**src/rtl/muldiv_ctrl.sv**
```systemverilog
// ---------------------------------------------------------------------------
// muldiv_ctrl
//
// Iterative multiply/divide sequencer that owns the HI/LO register pair.
// It sits next to the ALU and is started by decode for the R-type
// mult/multu/div/divu/mfhi/mflo/mthi/mtlo funcs. A multiply runs 32
// shift-add steps and a divide runs 32 restoring steps. A final FIXUP
// step restores signs and writes HI/LO. While an operation is in flight,
// any new HI/LO request stalls the front end.
//
// Ports:
//   clk_in      - clock; all state changes on the rising edge
//   reset_in    - synchronous, active-high reset
//   start_in    - decoded instruction targets this block this cycle
//   func_in     - R-type func field selecting the operation
//   rs_data_in  - multiplicand / dividend / mthi-mtlo source
//   rt_data_in  - multiplier / divisor
//   busy_out    - operation in flight (state != IDLE)
//   stall_out   - start_in while busy; decode holds PC and instruction
//   done_out    - one-cycle pulse after HI/LO take a mult/div result
//   hi_out      - HI register
//   lo_out      - LO register
//   result_out  - mfhi/mflo write-back data (func_in[1] selects LO)
// ---------------------------------------------------------------------------
module muldiv_ctrl #(
    parameter int WIDTH = 32,
    // Iteration count; the datapath assumes one bit per step, so this must
    // equal WIDTH.
    parameter int STEPS = 32
) (
    input  logic             clk_in,
    input  logic             reset_in,
    input  logic             start_in,
    input  logic [5:0]       func_in,
    input  logic [WIDTH-1:0] rs_data_in,
    input  logic [WIDTH-1:0] rt_data_in,
    output logic             busy_out,
    output logic             stall_out,
    output logic             done_out,
    output logic [WIDTH-1:0] hi_out,
    output logic [WIDTH-1:0] lo_out,
    output logic [WIDTH-1:0] result_out
);

    // R-type func encodings handled here
    localparam logic [5:0] FUNC_MFHI  = 6'b010000;
    localparam logic [5:0] FUNC_MTHI  = 6'b010001;
    localparam logic [5:0] FUNC_MFLO  = 6'b010010;
    localparam logic [5:0] FUNC_MTLO  = 6'b010011;
    localparam logic [5:0] FUNC_MULT  = 6'b011000;
    localparam logic [5:0] FUNC_MULTU = 6'b011001;
    localparam logic [5:0] FUNC_DIV   = 6'b011010;
    localparam logic [5:0] FUNC_DIVU  = 6'b011011;

    localparam int            CW        = $clog2(STEPS + 1);
    localparam logic [CW-1:0] LAST_STEP = CW'(STEPS - 1);

    typedef enum logic [1:0] {
        IDLE,
        MUL,
        DIV,
        FIXUP
    } state_t;

    state_t               state;
    logic [CW-1:0]        step_cnt;

    // Multiply datapath: the product accumulates in the upper half and is
    // shifted right each step, so after STEPS steps it holds the full result.
    logic [WIDTH-1:0]     mcand;
    logic [WIDTH-1:0]     mplier;
    logic [2*WIDTH-1:0]   prod;

    // Divide datapath: quo starts as the dividend. Its MSB shifts into the
    // remainder while quotient bits shift in at the LSB.
    logic [WIDTH-1:0]     divisor;
    logic [WIDTH-1:0]     quo;
    logic [WIDTH-1:0]     rem;
    logic [WIDTH-1:0]     rs_raw;
    logic                 div_zero;

    // Sign bookkeeping for the FIXUP step
    logic                 is_div;
    logic                 neg;
    logic                 qneg;
    logic                 rneg;

    // Per-step combinational results
    logic                 signed_op;
    logic [WIDTH-1:0]     mul_addend;
    logic [WIDTH:0]       mul_sum;
    logic [WIDTH:0]       div_shift;
    logic                 div_fits;
    logic [WIDTH-1:0]     div_diff;

    // Absolute value for signed operations; unsigned operands pass through raw.
    function automatic logic [WIDTH-1:0] magnitude(input logic [WIDTH-1:0] v,
                                                   input logic             is_signed);
        return (is_signed && v[WIDTH-1]) ? -v : v;
    endfunction

    // Decode-side outputs are purely combinational. Decode needs the stall
    // and the move-from data in the same cycle it presents the instruction.
    assign busy_out   = (state != IDLE);
    assign stall_out  = start_in & busy_out;
    assign result_out = func_in[1] ? lo_out : hi_out;

    // One shift-add step and one restoring-divide step, computed from the
    // current registers. The sequential block commits only the one that
    // matches the state.
    always_comb begin
        signed_op  = (func_in == FUNC_MULT) || (func_in == FUNC_DIV);
        mul_addend = mplier[0] ? mcand : '0;
        mul_sum    = {1'b0, prod[2*WIDTH-1:WIDTH]} + {1'b0, mul_addend};
        div_shift  = {rem, quo[WIDTH-1]};
        div_fits   = (div_shift >= {1'b0, divisor});
        // When the trial fits, the true difference is below the divisor, so
        // dropping the top bit loses nothing.
        div_diff   = div_shift[WIDTH-1:0] - divisor;
    end

    // Sequencer: accept requests in IDLE, iterate in MUL/DIV, then write
    // HI/LO and pulse done in FIXUP. Reset aborts any operation without
    // touching HI/LO beyond clearing them.
    always_ff @(posedge clk_in) begin
        if (reset_in) begin
            state    <= IDLE;
            step_cnt <= '0;
            mcand    <= '0;
            mplier   <= '0;
            prod     <= '0;
            divisor  <= '0;
            quo      <= '0;
            rem      <= '0;
            rs_raw   <= '0;
            div_zero <= 1'b0;
            is_div   <= 1'b0;
            neg      <= 1'b0;
            qneg     <= 1'b0;
            rneg     <= 1'b0;
            hi_out   <= '0;
            lo_out   <= '0;
            done_out <= 1'b0;
        end else begin
            done_out <= 1'b0;
            case (state)
                IDLE: begin
                    if (start_in) begin
                        case (func_in)
                            FUNC_MULT, FUNC_MULTU: begin
                                mcand    <= magnitude(rs_data_in, signed_op);
                                mplier   <= magnitude(rt_data_in, signed_op);
                                neg      <= signed_op &
                                            (rs_data_in[WIDTH-1] ^ rt_data_in[WIDTH-1]);
                                prod     <= '0;
                                is_div   <= 1'b0;
                                step_cnt <= '0;
                                state    <= MUL;
                            end
                            FUNC_DIV, FUNC_DIVU: begin
                                quo      <= magnitude(rs_data_in, signed_op);
                                divisor  <= magnitude(rt_data_in, signed_op);
                                qneg     <= signed_op &
                                            (rs_data_in[WIDTH-1] ^ rt_data_in[WIDTH-1]);
                                rneg     <= signed_op & rs_data_in[WIDTH-1];
                                rem      <= '0;
                                rs_raw   <= rs_data_in;
                                div_zero <= (rt_data_in == '0);
                                is_div   <= 1'b1;
                                step_cnt <= '0;
                                state    <= DIV;
                            end
                            FUNC_MTHI: hi_out <= rs_data_in;
                            FUNC_MTLO: lo_out <= rs_data_in;
                            // mfhi/mflo are served by result_out; other funcs are ignored
                            FUNC_MFHI, FUNC_MFLO: ;
                            default: ;
                        endcase
                    end
                end

                MUL: begin
                    prod     <= {mul_sum, prod[WIDTH-1:1]};
                    mplier   <= mplier >> 1;
                    step_cnt <= step_cnt + 1'b1;
                    if (step_cnt == LAST_STEP) begin
                        state <= FIXUP;
                    end
                end

                DIV: begin
                    if (div_fits) begin
                        rem <= div_diff;
                        quo <= {quo[WIDTH-2:0], 1'b1};
                    end else begin
                        rem <= div_shift[WIDTH-1:0];
                        quo <= {quo[WIDTH-2:0], 1'b0};
                    end
                    step_cnt <= step_cnt + 1'b1;
                    if (step_cnt == LAST_STEP) begin
                        state <= FIXUP;
                    end
                end

                FIXUP: begin
                    if (is_div) begin
                        if (div_zero) begin
                            // Divide by zero: all-ones quotient and the raw
                            // dividend as remainder. No sign fixup applies.
                            lo_out <= '1;
                            hi_out <= rs_raw;
                        end else begin
                            lo_out <= qneg ? -quo : quo;
                            hi_out <= rneg ? -rem : rem;
                        end
                    end else begin
                        {hi_out, lo_out} <= neg ? -prod : prod;
                    end
                    done_out <= 1'b1;
                    step_cnt <= '0;
                    state    <= IDLE;
                end

                default: state <= IDLE;
            endcase
        end
    end

endmodule

```
**config.mk**
```make
export PLATFORM = sky130hd
export DESIGN_NAME = muldiv_ctrl
export DESIGN_NICKNAME = d
export VERILOG_FILES = /design/src/rtl/muldiv_ctrl.sv
export SDC_FILE = /design/constraint.sdc
export NUM_CORES = 1
export LEC_CHECK = 0
export CORE_MARGIN = 1
export CORE_UTILIZATION = 60
export CTS_CLUSTER_SIZE = 8
export DETAILED_ROUTE_END_ITERATION = 8
export PLACE_DENSITY = 0.82
export SYNTH_ARGS = -nofsm -noshare
export SYNTH_HDL_FRONTEND = slang
export SYNTH_SLANG_ARGS = --single-unit
```
**constraint.sdc**
```tcl
create_clock -name clk_in -period 9.7 [get_ports clk_in]
set_input_delay 2.91 -clock clk_in [delete_from_list [all_inputs] [get_ports clk_in]]
set_output_delay 2.91 -clock clk_in [all_outputs]
set_load 0.03 [all_outputs]
```
==> results.md <==
* Status: complete, no violations
* Fin crit share at 77.40%
* Worst hold margin at 449.7 ps
* Met1 GRT Util at 56.42%
* Setup slack after layout at 2192 ps
* CTS Buffer Depth at 3
* Synthesis Warnings at 0
* Power Dens Cells at roughly 140 nW/um^2
* Unrepaired setup endpoints after global routing: false
* Max stage delay cell, worst path: clkdlybuf4s50_1
* Grt ovf at 0
* Post-CTS Repair Setup Buffers at 0
* Critical Path Stages at 4
* Fin util at 70.55%
* GP Congestion at 0.9766
* VDD IR max at approximately 0.15 mV
* Sequence of cells on the critical path: buf_2 -> buf_4 -> mux2_2 -> clkdlybuf4s50_1
* Initial DRT Pass Iterations at 7
* Setup violators final at 0
* Final std cells w/o fill at between 3000 and 4000
* Vias/cell at 6.694
* Fin. max-slew vios at 0
* Clk root buf: clkbuf_16
* Cts bufs inserted at 47
* Most used routing layer: met2
* Slew @ Worst Pin at 1162 ps
* First-pass GRT wire length at around 120000 microns
* Critical path arrival at 4600 ps
* Port bufs at roughly 170
* Setup crit end kind: primary output
* Clock skew at 28.09 ps
* Ys async rst share at 0%
* Via count at 22470
* Worst Path Buf+Inv at 3
* CTS tree: yes
* Post-synth cell types at 81
* Main synth FF type: dfxtp_1
* F_max at 133.2 MHz
* PostCTS Resize Cnt at 0
* Rows at 68
* Syn_area_per_cell at around 7.6 sq um
* Final nets at 3045
* Met3 usage at between 10% and 20%
* Starting Density at 61.63%
* GRT Overall Usage at approximately 42%
* Die Y at 191.3 microns
* Mapped Nets at 2982
* Worst slack, placed at 2215 ps
* Number of flops mapped to enable cells by yosys at 0
* Commonest non-fill, non-tap cell in the layout: nand2_1
* Cells after synthesis at ~2800
* Max_cap viols at 0
* Crit Path Class: in2out
* #FFs+latches synth at 334
* Antenna violations before repair at 4
* CP top delay family: buffers and inverters
* Routing usage on met2 at 62.67%
* Placed inst area at 23390 sq um
* Seq/Total Area, Yosys at approximately 31%
* Largest net degree at the start of global routing at 88
* Vias in the first global route at roughly 21000
* Clock sink total at 334
* H-tree Lvls at 2
* I/O pin cnt at 172
* Hold Path Class: reg2reg
* WL/cell at 23.30 microns
* DP HPWL at 56120 microns
* Leakage at 9.563 nW
* DR iter-0 viols at 2775
* Reg clk slew, reported paths at 50 ps
* Core Region at 34880 sq um
* Worst hold stages at 2
* Critical Path Fanout Max at 30
* WL final at 78210 microns
* Commonest cells after routing, fill and taps aside: nand2_1, dfxtp_1, nor2_1
* P&R area growth vs syn at 14.47%
* Final Cell Area at 24610 sq um
* Final ANT Viol Nets at 0
* Layout cells sized above 1 at 5.968%
* Final Hold Viols at 0
* Die width at 191.3 microns
* Netlist Area Pre-Place at 21500 sq um
* Startpoint types: input pin
* Power Total at 3.552 mW
* CTS Hold Buffers Added at 0
* Placed cell count at 3302
* Die area at 36590 sq um
* Slew HR at 21.86%
* Setup Total Neg Slack at 0 ps
* Drt drc at 0
* Worst EP required at 6790 ps
* Crit path time final at ~7500 ps
* CP peak stage delay at roughly 600 ps
* Skew-Pair Late Insertion Delay at slightly below 600 ps
* Worst reg-to-reg path cell count at 12
==> area by class of cell <==
type | instances | area, sq um
Antenna cell | 3 | 7.507
Clock buffer | 49 | 1184
Inverter | 70 | 262.8
Timing Repair Buffer | 207 | 1981
Clock inverter | 3 | 26.28
Fill cell | 2940 | 10270
Tap cell | 455 | 569.3
Sequential cell | 334 | 6689
Multi-Input combinational cell | 2236 | 13890
==> sequential cells by signal, indices dropped and copies added (netlist names) <==
signal / flops
mplier: 32
qneg: 1
rem: 32
div_zero: 1
rneg: 1
divisor: 32
hi_out: 32
neg: 1
state: 2
prod: 64
done_out: 1
lo_out: 32
mcand: 32
rs_raw: 32
quo: 32
step_cnt: 6
is_div: 1
==> cells by family (layout without fill, tap and decap cells) <==
logic type / after synthesis / in the layout / synth area share (%)
XOR/XNOR: 227 / 227 / 9.248
AND/OR/NAND/NOR: 1026 / 1026 / 21.80
adder cells (fa/ha/maj): 76 / 76 / 4.493
other: 0 / 3 / 0
buffers and inverters: 263 / 329 / 4.656
multiplexers: 79 / 79 / 3.865
flip-flops: 334 / 334 / 31.10
AO/OA/AOI/OAI: 828 / 828 / 24.84
==> where the power goes <==
part           switching, mW  internal (mW)
sequential            0.0354           1.41
combinational          0.424          0.216
clock                  0.614          0.851
total                   1.07           2.48
==> final timing paths <==
kind / startpoint / to / slack [ps]
max reg2reg: mplier[0] / prod[61] / 5340
min reg2reg: mplier[6] / mplier[6] / 450
max: func_in[1] / result_out[15] / 2190
min: mplier[6] / mplier[6] / 450
==> synth_stat cells (all sizes together), types with 5 or more instances <==
library cell | instances | area share (%)
mux2i | 47 | 2.2
nor4 | 25 | 0.87
nand2 | 446 | 7.8
a211oi | 79 | 2.8
nand4 | 17 | 0.49
o21a | 9 | 0.31
nor3 | 42 | 1.0
mux2 | 32 | 1.7
a22o | 18 | 0.73
clkbuf | 170 | 3.0
or4 | 15 | 0.59
nor2 | 266 | 4.6
nand2b | 12 | 0.36
a21oi | 246 | 5.7
and2 | 42 | 1.2
inv | 70 | 1.2
a21o | 36 | 1.3
o221ai | 27 | 1.1
o31ai | 43 | 1.5
buf | 23 | 0.46
nor2b | 14 | 0.41
nand3 | 63 | 1.5
o2111ai | 5 | 0.20
o21ai | 178 | 4.1
a221o | 7 | 0.33
o22ai | 23 | 0.67
o41ai | 22 | 0.93
xnor2 | 127 | 5.2
a31oi | 13 | 0.38
a311oi | 25 | 1.0
a22oi | 13 | 0.45
ha | 74 | 4.3
or2 | 12 | 0.35
or3 | 30 | 0.94
a221oi | 5 | 0.20
xor2 | 100 | 4.1
and3 | 21 | 0.61
dfxtp | 334 | 31
o21bai | 6 | 0.21
a2111oi | 15 | 0.61
o211ai | 29 | 1.0
==> routing by layer <==
layer / up-vias / routed length [microns]
met3: 266 / 9718
met5: - / 13
met1: 10530 / 31290
li1: 10230 / -
met4: 2 / 4271
met2: 1443 / 32910
==> tightest hold or removal path: stages (launching register included) <==
cell and delay [ps]:
dfxtp_1 300, nand2_1 50, a21oi_1 50
Power figures use the tool's default switching activity.
